[config.mk]
export PLATFORM = sky130hd
export DESIGN_NAME = instr_queue_flat
export DESIGN_NICKNAME = d
export VERILOG_FILES = /design/src/rtl/instr_queue_if.sv /design/src/rtl/instr_queue.sv /design/src/flat_wrapper.sv
export SDC_FILE = /design/constraint.sdc
export NUM_CORES = 1
export LEC_CHECK = 0
export CAP_MARGIN = 15
export CORE_ASPECT_RATIO = 1.25
export CORE_UTILIZATION = 40
export DETAILED_ROUTE_END_ITERATION = 8
export PLACE_DENSITY_LB_ADDON = 0.12
export SLEW_MARGIN = 0
export SYNTH_ARGS = -nofsm -noshare
export SYNTH_HDL_FRONTEND = slang
export SYNTH_SLANG_ARGS = --single-unit
[constraint.sdc]
create_clock -name clk -period 6.9 [get_ports clk]
set_input_delay 1.38 -clock clk [delete_from_list [all_inputs] [get_ports clk]]
set_output_delay 1.38 -clock clk [all_outputs]
set_load 0.05 [all_outputs]
[src/rtl/instr_queue_if.sv]
// Fetch/decode handshake bundle for the instruction queue.
interface instr_queue_if #(
  parameter int unsigned WIDTH = 32,
  parameter int unsigned PC_W  = 32,
  parameter int unsigned DEPTH = 4
);
  localparam int unsigned CntW = $clog2(DEPTH + 1);

  logic             flush;
  logic             in_valid;
  logic             in_ready;
  logic [WIDTH-1:0] in_instr;
  logic [PC_W-1:0]  in_pc;
  logic             out_valid;
  logic             out_ready;
  logic [WIDTH-1:0] out_instr;
  logic [PC_W-1:0]  out_pc;
  logic [CntW-1:0]  count;

  // Queue side.
  modport slave (
    input  flush, in_valid, in_instr, in_pc, out_ready,
    output in_ready, out_valid, out_instr, out_pc, count
  );

  // Fetch/decode (or bench) side.
  modport master (
    output flush, in_valid, in_instr, in_pc, out_ready,
    input  in_ready, out_valid, out_instr, out_pc, count
  );
endinterface

[src/rtl/instr_queue.sv]
// DEPTH-entry instruction buffer between fetch and decode, with PC tag and flush.
module instr_queue #(
  parameter int unsigned     WIDTH       = 32,
  parameter int unsigned     PC_W        = 32,
  parameter int unsigned     DEPTH       = 4,
  parameter logic [WIDTH-1:0] EMPTY_INSTR = '0
) (
  input logic          clk,
  input logic          rst_n,
  instr_queue_if.slave bus
);
  localparam int unsigned CntW    = $clog2(DEPTH + 1);
  localparam int unsigned PtrW    = $clog2(DEPTH);
  localparam logic [CntW-1:0] Full    = CntW'(DEPTH);
  localparam logic [PtrW-1:0] LastPtr = PtrW'(DEPTH - 1);

  logic [PC_W+WIDTH-1:0] mem_q [DEPTH];
  logic [PtrW-1:0]       wr_ptr_q, wr_ptr_d;
  logic [PtrW-1:0]       rd_ptr_q, rd_ptr_d;
  logic [CntW-1:0]       count_q, count_d;
  logic                  push, pop;
  logic                  not_empty;

  // Handshake qualification; flush suppresses both sides.
  always_comb begin
    not_empty = (count_q != '0);
    push      = bus.in_valid & (count_q != Full) & ~bus.flush;
    pop       = not_empty & bus.out_ready & ~bus.flush;
  end

  // Next-state for pointers and occupancy.
  always_comb begin
    wr_ptr_d = wr_ptr_q;
    rd_ptr_d = rd_ptr_q;
    count_d  = count_q;
    if (bus.flush) begin
      wr_ptr_d = '0;
      rd_ptr_d = '0;
      count_d  = '0;
    end else begin
      if (push) wr_ptr_d = (wr_ptr_q == LastPtr) ? '0 : wr_ptr_q + PtrW'(1);
      if (pop)  rd_ptr_d = (rd_ptr_q == LastPtr) ? '0 : rd_ptr_q + PtrW'(1);
      case ({push, pop})
        2'b10:   count_d = count_q + CntW'(1);
        2'b01:   count_d = count_q - CntW'(1);
        default: count_d = count_q;
      endcase
    end
  end

  // Control state with asynchronous reset.
  always_ff @(posedge clk or negedge rst_n) begin
    if (!rst_n) begin
      wr_ptr_q <= '0;
      rd_ptr_q <= '0;
      count_q  <= '0;
    end else begin
      wr_ptr_q <= wr_ptr_d;
      rd_ptr_q <= rd_ptr_d;
      count_q  <= count_d;
    end
  end

  // Storage array; contents are don't-care until written, so no reset.
  always_ff @(posedge clk) begin
    if (push) mem_q[wr_ptr_q] <= {bus.in_pc, bus.in_instr};
  end

  // Head read is combinational; empty queue presents a NOP with PC 0.
  always_comb begin
    bus.in_ready  = (count_q != Full);
    bus.out_valid = not_empty;
    bus.count     = count_q;
    bus.out_instr = EMPTY_INSTR;
    bus.out_pc    = '0;
    if (not_empty) begin
      bus.out_instr = mem_q[rd_ptr_q][WIDTH-1:0];
      bus.out_pc    = mem_q[rd_ptr_q][PC_W+WIDTH-1:WIDTH];
    end
  end
endmodule
[src/flat_wrapper.sv]
// flat-port wrapper written by rule: the top's interface ports become plain ports
module instr_queue_flat 
#(
  parameter int unsigned     WIDTH       = 32,
  parameter int unsigned     PC_W        = 32,
  parameter int unsigned     DEPTH       = 4,
  parameter logic [WIDTH-1:0] EMPTY_INSTR = '0
)
  (clk, rst_n, bus_flush, bus_in_valid, bus_in_instr, bus_in_pc, bus_out_ready, bus_in_ready, bus_out_valid, bus_out_instr, bus_out_pc, bus_count);
  instr_queue_if #(.WIDTH(WIDTH), .PC_W(PC_W), .DEPTH(DEPTH)) bus_i ();
  input logic clk;
  input logic rst_n;
  input wire logic [$bits(bus_i.flush)-1:0] bus_flush;
  input wire logic [$bits(bus_i.in_valid)-1:0] bus_in_valid;
  input wire logic [$bits(bus_i.in_instr)-1:0] bus_in_instr;
  input wire logic [$bits(bus_i.in_pc)-1:0] bus_in_pc;
  input wire logic [$bits(bus_i.out_ready)-1:0] bus_out_ready;
  output wire logic [$bits(bus_i.in_ready)-1:0] bus_in_ready;
  output wire logic [$bits(bus_i.out_valid)-1:0] bus_out_valid;
  output wire logic [$bits(bus_i.out_instr)-1:0] bus_out_instr;
  output wire logic [$bits(bus_i.out_pc)-1:0] bus_out_pc;
  output wire logic [$bits(bus_i.count)-1:0] bus_count;
  assign bus_i.flush = bus_flush;
  assign bus_i.in_valid = bus_in_valid;
  assign bus_i.in_instr = bus_in_instr;
  assign bus_i.in_pc = bus_in_pc;
  assign bus_i.out_ready = bus_out_ready;
  assign bus_in_ready = bus_i.in_ready;
  assign bus_out_valid = bus_i.out_valid;
  assign bus_out_instr = bus_i.out_instr;
  assign bus_out_pc = bus_i.out_pc;
  assign bus_count = bus_i.count;
  instr_queue #(.WIDTH(WIDTH), .PC_W(PC_W), .DEPTH(DEPTH), .EMPTY_INSTR(EMPTY_INSTR)) u_core (.clk(clk), .rst_n(rst_n), .bus(bus_i));
endmodule
# [Word level (Yosys, flattened, before mapping)]
# Memory sizes are Yosys's and may differ from the RTL's.
# Cells that the tools add are included.
[totals] register_bits=7 ram_bits=256 in_bits=69 out_inout_bits=69 wordCells=34 n_memories=1
[op_classes] add_sub_neg=4 eq_ne=5 n_mux=12 bitwise=5 n_reduce_logical=4
[mem_list] name="u_core.mem_q" words=4 word_bits=64 read_ports=1 rd_clocked_by_memory_dff=0 write_ports=1 line="instr_queue.sv:17" text="logic [PC_W+WIDTH-1:0] mem_q [DEPTH];"
[ops] operator="2-to-1 mux 32 bit" n=2
[ops] operator="2-to-1 mux 2 bit" n=6
[ops] operator="equality test 2 bit, second input constant" n=3
[ops] operator="case mux 3 bit (2 select lines)" n=1
[ops] operator="nonzero test 3 bit" n=2
[ops] operator="adder 2 x 1 -> 2 bit, second input constant" n=2
[ops] operator="AND 1 bit" n=4
[ops] operator="nonzero test 2 bit" n=2
[ops] operator="adder 3 x 1 -> 3 bit, second input constant" n=1
[ops] operator="2-to-1 mux 3 bit" n=1
[ops] operator="!= test 3 bit, second input constant" n=1
[ops] operator="subtractor 3 x 1 -> 3 bit, second input constant" n=1
[ops] operator="equality test 2 x 1 -> 1 bit, second input constant" n=1
[ops] operator="2-to-1 mux 1 bit" n=2
[ops] operator="NOT 1 bit" n=1

# [Logic depth before layout (Yosys ltp)]
# Gate-level depths: netlist of run 1.
[depth] ltp_word=6 depth_mapped=8 mapped_depth_nobuf=7

# [Worst setup path before layout of run 1]
# Ideal clock, no wire load.
[synth_timing] kind="input -> register" start="in bus_in_valid" end="mem u_core.mem_q[0][0] (netlist name), enable pin" setup_ps=578 t_arrival_ps=6547 t_required_ps=6322 slack_ps=-225 stages=3 path_buffers=1 cell_sequence="buf_1 nand2_1 nor3b_1"
[synth_via] elab_chain_len=4
[synth_lines] element="from (decl)" line="flat_wrapper.sv:14" text="input wire logic [$bits(bus_i.in_valid)-1:0] bus_in_valid;"
[synth_lines] element="AND 1 bit (2 in series)" line="instr_queue.sv:27" text="push = bus.in_valid & (count_q != Full) & ~bus.flush;"
[synth_lines] element="2-to-1 mux 1 bit" line="instr_queue.sv:66" text="if (push) mem_q[wr_ptr_q] <= {bus.in_pc, bus.in_instr};"
[synth_lines] element="2-to-1 mux 1 bit (not written as such)" line="instr_queue.sv:66"
[synth_lines] element="to (decl)" line="instr_queue.sv:17"
# No other way between the ends.

# [Worst setup path after layout of run 1]
[layout_timing] start="reg u_core.rd_ptr_q[0]" end="out bus_out_instr[20]"
[layout_via] elab_chain_len=2
[layout_lines] element="from (decl)" line="instr_queue.sv:19" text="logic [PtrW-1:0] rd_ptr_q, rd_ptr_d;"
[layout_lines] element="from (signal assigned)" line="instr_queue.sv:59" text="rd_ptr_q <= rd_ptr_d;"
[layout_lines] element="memory read (4 x 64 bit)"
[layout_lines] element="2-to-1 mux 32 bit" line="instr_queue.sv:76" text="if (not_empty) begin"
[layout_lines] element="to (decl)" line="flat_wrapper.sv:20" text="output wire logic [$bits(bus_i.out_instr)-1:0] bus_out_instr;"
# No other way between the ends.

==> metrics.txt, run 1 <==
sequential area share after synthesis 76.8%; TritonCTS sink count approximately 260; H-tree Lvls 1; final period utilization about 72%; Most Crowded Layer GR met2; clock skew about 0.0086 ns; Yosys reg bits 263; most frequent cells in the layout 256 x edfxtp_1, 137 x clkdlybuf4s50_1, 64 x mux4_2, 64 x and2_1, 27 x clkbuf_16; worst reg2reg path startpoint u_core.bus.count[0]; vias per cell slightly above 5; syn_area_per_cell between 20 and 25 um2; Worst-Margin Slew ~1.1 ns; core box area 25,200 um2; DRC Markers 0; Yosys top cell area share between 70 and 80%; ANT nets after route 0; Yosys warnings 0; vias in the first global route ~5.5k; Via Count about 5k; Hold Crit Depth 2; Unique masters post-synth 33; net count after synthesis between 500 and 600; total design power 3.68 mW; nets between 600 and 700; max_slew headroom around 28%; Placement Rows 65; asr flop ratio synth between 2 and 3%; worst stage delay on the critical path 0.99 ns; Die X about 150 um; peak supply drop between 0.0002 and 0.00025 V; Port Buffers between 100 and 150; antenna diode count 0; CTS tree yes; Static Leak between 4 and 5 nW; minimum clock period between 4 and 5 ns; Clock transition at path regs approximately 0.060 ns; Syn Inst Count around 470; Hold Buf Count CTS 0; Pins Over Slew Limit 0; # setup viols final 0; worst min-delay path category flip-flop to flip-flop; Setup CP Type flip-flop to output pin; mapped cell area just over 10,000 um2; IO Count 138; wire per inst between 20 and 25 um; first-pass GRT wire length 30.9 mm; crit start category flip-flop; Crit path arrival time between 3 and 4 ns; area delta synth->final 24.4%; GRT met2 Usage ~29%; CP bufs+invs 2; Worst Path Required 5.52 ns; met1 usage between 10% and 20%; delay-heaviest family, CP buffers and inverters; Final Hold Fails 0; initial antenna violation count 1; status finished, final reports clean; Crit-path slowest cell dfrtp_4; First DRT Iteration DRCs between 200 and 250; top post-synthesis cells by area edfxtp_1 75%, mux4_2 14%, and2_1 3.9%, dfrtp_1 1.7%, buf_6 0.66%; met3 global-route usage around 2.5%; maxcap violations 0; area leader, netlist edfxtp_1; setup TNS 0 ns; Core Util, Final between 50 and 60%; largest net degree at the start of global routing 67; RSZ-0062 raised after global routing false; Resize count post-CTS 0; worst hold path startpoint u_core.wr_ptr_q[0]; Finished Layout Cells ~970; DRT Pass-1 Iters 6; PwrDens between 200 and 300 nW/um2; Post-synth EDFFs approximately 260; All-Layer GR Usage 15.5%; DIE AREA ~26,000 um2; total CTS buffers 26; latest clock arrival within the worst-skew pair about 0.51 ns; commonest non-fill, non-tap cell in the layout edfxtp_1; GR Overflow Total 0; worst hold slack between 0.6 and 0.7 ns; clock root cell clkbuf_16; post-CTS setup buffers 0; CP Max Fanout between 40 and 50; CTS Buffer Depth 3; DRT Wirelength a little under 20 mm; r2r endpoint u_core.mem_q[2][36]; Initial Util 40.6%; R2R Setup Slk 4.33 ns; worst path cell trace buf_4 > mux4_2 > and2_1 > clkdlybuf4s50_1; DPL Wire Length about 11 mm; R2R cell count 5; Synth Flop Type edfxtp_1; Hold EP u_core.wr_ptr_q[0]; RD Place Congestion 0.698; layout cells sized above 1 between 15 and 20%; Worst Setup End Kind output pin; Max Freq just over 0.2 GHz; dpl cells a little over 900; chip height roughly 180 um
synth_stat cells, drive strengths merged (4+ instances only):
master and count:
nor2 4, clkbuf 9, nor3b 5, ha 5, mux4 64, and2 64
buf 18, dfrtp 7, inv 4, edfxtp 256
how the worst max path moves through the flow:
| stage | startpoint | endpoint | cells after the start |
|---|---|---|---|
| global route | u_core.rd_ptr_q[0] | bus_out_instr[7] | 4 |
| global placement | u_core.rd_ptr_q[0] | bus_out_instr[20] | 4 |
| CTS | u_core.rd_ptr_q[0] | bus_out_instr[20] | 4 |
| detailed placement | u_core.rd_ptr_q[0] | bus_out_instr[20] | 4 |
| floorplan | bus_in_valid | u_core.mem_q[0][0] | 3 |
| finish | u_core.rd_ptr_q[0] | bus_out_instr[20] | 4 |
power by group:
| part | total [mW] | internal (mW) | switching (mW) |
|---|---|---|---|
| combinational | 0.567 | 0.229 | 0.338 |
| clock | 1.28 | 0.741 | 0.540 |
| sequential | 1.84 | 1.80 | 0.0351 |
| total | 3.68 | 2.77 | 0.913 |
cell type report:
| type | instances | area [um2] |
|---|---|---|
| Clock buffer | 31 | 691 |
| Clock inverter | 13 | 80.1 |
| Tap cell | 335 | 419 |
| Fill cell | 2080 | 12500 |
| Sequential cell | 263 | 7870 |
| Multi-Input combinational cell | 177 | 2210 |
| Inverter | 4 | 15.0 |
| Timing Repair Buffer | 146 | 1440 |
per-layer routing:
metal / routed length [um] / vias to the layer above
met5: 9 / -
met4: 326 / 2
met3: 736 / 29
met2: 10700 / 101
met1: 8060 / 2612
li1: - / 2208
state kept, by name (all words and copies together), names as in the netlist:
| name | cells |
|---|---|
| u_core.mem_q | 256 |
| u_core.wr_ptr_q | 2 |
| u_core.bus.count | 3 |
| u_core.rd_ptr_q | 2 |
through the flow:
step | setup slack (ns) | cell area (um2)
finish | 1.93 | 12700
global route | 1.64 | 12700
CTS | 1.76 | 12700
detailed placement | 2.33 | 12000
global placement | 2.32 | 12000
floorplan | -0.225 | 10200
tightest hold or removal path, stage by stage (launching register included):
cell     delay (ns)
dfrtp_1        0.42
o21ai_0        0.09
a21oi_1        0.07
logic make-up after synthesis:
kind of cell	count (synthesis)	share of synthesized area [%]
flip-flops	263	76.8
AND/OR/NAND/NOR	89	5.33
multiplexers	65	14.2
buffers and inverters	31	1.72
AO/OA/AOI/OAI	16	1.03
adder cells (fa/ha/maj)	6	0.807
XOR/XNOR	1	0.0856
No activity file was read; power rests on OpenSTA's default activity.
==> inputs of run 2 (changes only) <==
clock period = 5.1 ns   (was 6.9 ns; I/O delays follow)
==> run 2 against run 1 <==
Net effect:
- largest power group unchanged
- final area grew 0.26%
- combinational power grew 39%
- global-route usage grew 0.17 points
- total power grew 35%
- worst setup slack lost 0.88 ns
- wire length grew 0.13%
- flip-flop and latch count is the same
- sequential share of layout area shrank 0.16 points
- the flow now finishes with violations (DRC)
- clock-buffer cell count grew 7
- hold slack lost 0.0088 ns
- highest routed layer unchanged
- largest cell class unchanged
- non-clock buffer count grew 4
==> metrics.txt, run 2 (same netlist as run 1, synthesis figures left out) <==
area delta synth->final 24.7%; Crit-path slowest cell dfrtp_4; Crit path arrival time 3.04 ns (-0.55 ns); minimum clock period a little over 4 ns; DRT Pass-1 Iters 8 (+2); vias per cell 5.10 (-0.20%); worst reg2reg path startpoint u_core.bus.count[1]; core box area 25,200 um2 (unchanged); R2R cell count 6 (+1); CTS tree yes; Max Freq roughly 0.25 GHz; CTS Buffer Depth 3 (unchanged); critical path capture point bus_out_instr[0]; Clk pwr share 34.5% (-0.3 points); delay-heaviest family, CP buffers and inverters; IO Count 138 (unchanged); peak supply drop 0.000213 V (-0.61%); Worst-Margin Slew 1.01 ns (-0.0722 ns); Comb pwr share 15.8% (+0.4 points); PwrDens 390 nW/um2 (+35%); commonest non-fill, non-tap cell in the layout edfxtp_1; Clock transition at path regs 0.06 ns (about the same); Worst Path Required 4.08 ns (-1.44 ns); worst path cell trace buf_4 > mux4_2 > and2_1 > clkdlybuf4s50_1; Die X 145 um (unchanged); Net Sw Frac 25.2% (+0.39 points); GR Overflow Total 0 (unchanged); CP Max Fanout 22 (-46%); DRC Markers 2 (+2); Hold Buf Count CTS 0 (unchanged); total CTS buffers 27 (+3.8%); Final Hold Fails 0 (unchanged); Via Count 4,978 (+0.53%); switching pwr 1.25 mW (+37%); Final Instance Area 12,800 um2 (+0.26%); TritonCTS sink count 263 (unchanged); RSZ-0062 raised after global routing false; failing checks DRC; Levels on crit path 4 (unchanged); initial antenna violation count 2 (+1); Placement Rows 65 (unchanged); Biggest register u_core.mem_q; layout cells sized above 1 17.9% (+0.28 points); Setup CP Type flip-flop to output pin; final period utilization 79.5%; RD Place Congestion 0.675 (-3.3%); setup TNS 0 ns (unchanged); worst min-delay path category flip-flop to flip-flop; Worst Setup End Kind output pin; maxcap violations 0 (unchanged); ANT nets after route 0 (unchanged); Resize count post-CTS 0 (unchanged); First DRT Iteration DRCs 290 (+29%); worst stage delay on the critical path 0.72 ns (-0.27 ns); nets 698 (+0.72%); Pins Over Slew Limit 0 (unchanged); antenna diode count 0 (unchanged); # setup viols final 0 (unchanged); vias in the first global route 5,553 (+1.5%); All-Layer GR Usage 15.7% (+0.17 points); chip height 181 um (unchanged); CP bufs+invs 2 (unchanged); max_slew headroom 32.4% (+4.8 points); Initial Util 40.6% (unchanged); DRT Wirelength 19.9 mm (+0.13%); first-pass GRT wire length 31.5 mm (+2.0%); Critical Path Source u_core.rd_ptr_q[0]; internal power component 3.72 mW (+34%); placed cell areas 12,000 um2 (+0.36%); H-tree Lvls 1 (unchanged); Port Buffers 137 (unchanged); Reg power frac 49.7% (about the same); largest net degree at the start of global routing 67 (unchanged); R2R Setup Slk 2.66 ns (-1.67 ns); Static Leak 4.01 nW (+0.15%); r2r endpoint u_core.bus.count[2]; DPL Wire Length 11.5 mm (+2.4%); status finished, violations left; clock skew 0.00841 ns (-0.000155 ns); post-CTS setup buffers 0 (unchanged); crit start category flip-flop; wire per inst 20.4 um (-0.59%); most frequent cells in the layout 256 x edfxtp_1, 137 x clkdlybuf4s50_1, 64 x mux4_2, 64 x and2_1, 27 x clkbuf_16; DIE AREA 26,200 um2 (unchanged); fillers 2,122 (+2.0%); latest clock arrival within the worst-skew pair 0.52 ns (about the same); Largest register FFs 256 (unchanged); clock root cell clkbuf_16
## run 2: cell types whose count changed in the layout (fill, tap and decap cells not counted), sizes merged
cell / before / now
bufinv: 1 / 0
clkbuf: 31 / 38
clkinv: 12 / 7
clkinvlp: 0 / 2
buf: 9 / 13
## run 2: metrics by stage
stage | util, % | cells | worst slack [ns] | power (mW) | hold WS, ns
2_1_floorplan | - | 471 | -1.77 | 3.03 | 0.561
3_3_place_gp | 47.6 | 929 | 1.52 | 3.31 | 0.582
3_5_place_dp | 47.6 | 929 | 1.51 | 3.32 | 0.611
4_1_cts | 50.6 | 976 | 0.957 | 5.05 | 0.619
5_1_grt | 50.6 | 976 | 0.850 | 5.17 | 0.673
6_report | 50.6 | 976 | 1.04 | 4.98 | 0.613
## run 2: worst min-delay path by stage
stage / start / end / depth (start not counted)
finish: u_core.wr_ptr_q[1] / u_core.wr_ptr_q[1] / 2
global route: u_core.wr_ptr_q[1] / u_core.wr_ptr_q[1] / 2
CTS: u_core.wr_ptr_q[1] / u_core.wr_ptr_q[1] / 2
detailed placement: u_core.wr_ptr_q[1] / u_core.wr_ptr_q[1] / 2
global placement: u_core.wr_ptr_q[1] / u_core.wr_ptr_q[1] / 2
floorplan: u_core.wr_ptr_q[1] / u_core.wr_ptr_q[1] / 2
## run 2: final cells by class
cell class	instances	area [um2]	share of cell area [%]
well taps	335	419	3.28
clock inverters	9	43.8	0.343
repair buffers	150	1480	11.6
inverters	4	15.0	0.118
multi-input cells	177	2210	17.4
clock buffers	38	717	5.62
flip-flops and latches	263	7870	61.7
## run 2: power groups by stage
stage	Sequential (mW)	Combinational (mW)	Clock, mW
5_1_grt	2.48	0.835	1.85
4_1_cts	2.48	0.804	1.77
3_3_place_gp	2.52	0.795	0
6_report	2.47	0.787	1.72
2_1_floorplan	2.51	0.521	0
3_5_place_dp	2.52	0.801	0
## run 2: routing by layer
layer  wire length (um)  vias to the layer above  share of wire [%]  global-route usage [%]
met1               7860                     2618                 40                    18.7
met4                320                        2                1.6                    3.96
met2              10700                      123                 54                    28.8
met5                 13                        -              0.065                       0
li1                   -                     2210                  -                       -
met3               1000                       25                5.0                    3.13
## run 2: worst register-to-register path, cell delays in order (launching register included)
cell	delay (ns)
dfrtp_1	0.51
o31ai_1	0.53
a211oi_1	0.13
fa_1	0.43
nand2b_1	0.18
or4_1	0.41
a31oi_1	0.17
==> inputs of run 3 (changes only) <==
clock period = 3.7 ns   (was 5.1 ns; I/O delays follow)
==> run 3 against run 2 <==
Net effect:
- the flow now finishes without violations
- sequential power rose by 38%
- clock-buffer cell count shrank 7
- clock skew rose by 0.0081 ns
- flip-flop and latch count stayed put
- combinational power is 42% higher
- critical path depth unchanged
- register-to-register slack got worse by 1.4 ns
- non-clock buffer count increased by 3
- hold slack lost 0.11 ns
- largest cell class unchanged
==> metrics.txt, run 3 (same netlist as run 1, synthesis figures left out) <==
setup TNS 0 ns (unchanged); ANT nets after route 0 (unchanged); layout cells sized above 1 19.8% (+1.9 points); largest net degree at the start of global routing 65 (-3.0%); TritonCTS sink count 263 (unchanged); clock skew 0.0165 ns (+0.00811 ns); Clock transition at path regs 0.06 ns (about the same); nets 701 (+0.43%); Via Count 4,979 (+0.020%); CP Max Fanout 14 (-36%); Largest register FFs 256 (unchanged); met2 WL 10.8 mm (+1.1%); clock root cell clkbuf_16; Clk pwr share 36.0% (+1.5 points); Worst-Margin Slew 0.580 ns (-0.435 ns); Initial Util 40.6% (unchanged); H-tree Lvls 1 (unchanged); area delta synth->final 27.2%; peak supply drop 0.000374 V (+76%); first-pass GRT wire length 31.9 mm (+1.5%); Static Leak 4.12 nW (+2.7%); most frequent cells in the layout 256 x edfxtp_1, 137 x clkdlybuf4s50_1, 64 x mux4_2, 64 x and2_1, 27 x clkbuf_16; Crit path arrival time 2.84 ns (-0.20 ns); First DRT Iteration DRCs 237 (-18%); Final Instance Area 13,000 um2 (+2.0%); delay-heaviest family, CP buffers and inverters; Net Sw Frac 25.1% (-0.11 points); worst hold slack 0.507 ns (-0.106 ns); final period utilization 96.8%; max_slew headroom 61.2% (+29 points); RSZ-0062 raised after global routing false; Comb pwr share 15.9% (about the same); minimum clock period 3.58 ns; initial antenna violation count 1 (-1); Worst Setup End Kind output pin; worst path cell trace buf_12 > mux4_2 > and2_1 > clkdlybuf4s50_1; GR Overflow Total 0 (unchanged); # setup viols final 0 (unchanged); status finished, final reports clean; placed cell areas 12,100 um2 (+1.2%); DRC Markers 0 (-2); M1 WL 8.40 mm (+6.8%); vias in the first global route 5,531 (-0.40%); Final Hold Fails 0 (unchanged); Reg power frac 48.1% (-1.6 points); top routing layer in use met4; DIE AREA 26,200 um2 (unchanged); Placement Rows 65 (unchanged); Die X 145 um (unchanged); Worst Path Required 2.96 ns (-1.12 ns); Biggest register u_core.mem_q; worst min-delay path category primary input to async pin; CTS Buffer Depth 3 (unchanged); All-Layer GR Usage 15.9% (+0.26 points); total CTS buffers 27 (unchanged); Pins Over Slew Limit 0 (unchanged); RD Place Congestion 0.703 (+4.2%); maxcap violations 0 (unchanged); PwrDens 543 nW/um2 (+39%); worst stage delay on the critical path 0.71 ns (about the same); Max Freq about 0.28 GHz; internal power component 5.30 mW (+42%); Crit-path slowest cell clkdlybuf4s50_1; vias per cell 5.07 (-0.59%); Setup CP Type flip-flop to output pin; chip height 181 um (unchanged); DRT Wirelength 20.4 mm (+2.5%); core box area 25,200 um2 (unchanged); CP bufs+invs 2 (unchanged); switching pwr 1.77 mW (+41%); commonest non-fill, non-tap cell in the layout edfxtp_1; Hold Buf Count CTS 0 (unchanged); routed wl met3 833 um (-17%); IO Count 138 (unchanged); latest clock arrival within the worst-skew pair 0.53 ns (about the same); Port Buffers 137 (unchanged); DPL Wire Length 11.7 mm (+1.6%); wire per inst 20.7 um (+1.9%); crit start category flip-flop; CTS tree yes; DRT Pass-1 Iters 7 (-1)
[run 3: power by group through the flow]
stage | Clock [mW] | Combinational (mW) | Sequential, mW
after floorplan | 0 | 0.725 | 3.45
after detailed placement | 0 | 1.13 | 3.47
final | 2.55 | 1.12 | 3.40
after CTS | 2.61 | 1.15 | 3.40
after global routing | 2.73 | 1.19 | 3.41
after global placement | 0 | 1.12 | 3.47
[run 3: final cells by class]
| type | instances | area [um2] |
|---|---|---|
| fill | 2067 | 12200 |
| clock buffer | 31 | 691 |
| clock inverter | 18 | 149 |
| timing repair buffer | 153 | 1620 |
| tap | 335 | 419 |
| inverter | 4 | 15.0 |
| antenna | 1 | 2.50 |
| sequential | 263 | 7870 |
| multi-input combinational | 177 | 2240 |
[run 3: timing repair]
action / in CTS / in global routing
gates resized for setup: 0 / 0
setup endpoints to repair: 45 / 0
setup buffers: 1 / 0
[run 3: per-stage QoR]
step | power (mW) | cells | utilization (%) | setup slack (ns)
global route | 7.32 | 982 | 51.6 | 0.00554
finish | 7.07 | 982 | 51.6 | 0.118
detailed placement | 4.60 | 931 | 48.2 | 0.466
CTS | 7.16 | 981 | 51.6 | 0.0423
floorplan | 4.17 | 471 | - | 0.136
global placement | 4.58 | 931 | 48.2 | 0.458
[run 3: per-layer routing]
| layer | vias up | track usage, % |
|---|---|---|
| met5 | - | 0 |
| met4 | 0 | 4.08 |
| met3 | 30 | 2.78 |
| met2 | 119 | 28.7 |
| met1 | 2600 | 19.8 |
| li1 | 2230 | - |
[run 3: worst reg2reg max path, cell delays in order (launching register included)]
cell and delay [ns]:
dfrtp_1 0.49, o31ai_1 0.53, a211oi_1 0.13, fa_1 0.40
nand2b_1 0.17, or4_1 0.42, a31oi_1 0.18
[run 3: path summary, 6_finish.rpt]
path | slack, ns | startpoint | end | depth (start not counted)
worst max-delay path | 0.12 | u_core.rd_ptr_q[0] | bus_out_instr[18] | 4
worst min-delay path | 0.51 | rst_n | u_core.bus.count[2] | 1
worst max register to register | 1.31 | u_core.bus.count[2] | u_core.bus.count[2] | 6
worst min register to register | 0.60 | u_core.wr_ptr_q[1] | u_core.wr_ptr_q[1] | 2
max in group asynchronous | 2.88 | rst_n | u_core.rd_ptr_q[0] | 1
min in group clk | 0.60 | u_core.wr_ptr_q[1] | u_core.wr_ptr_q[1] | 2
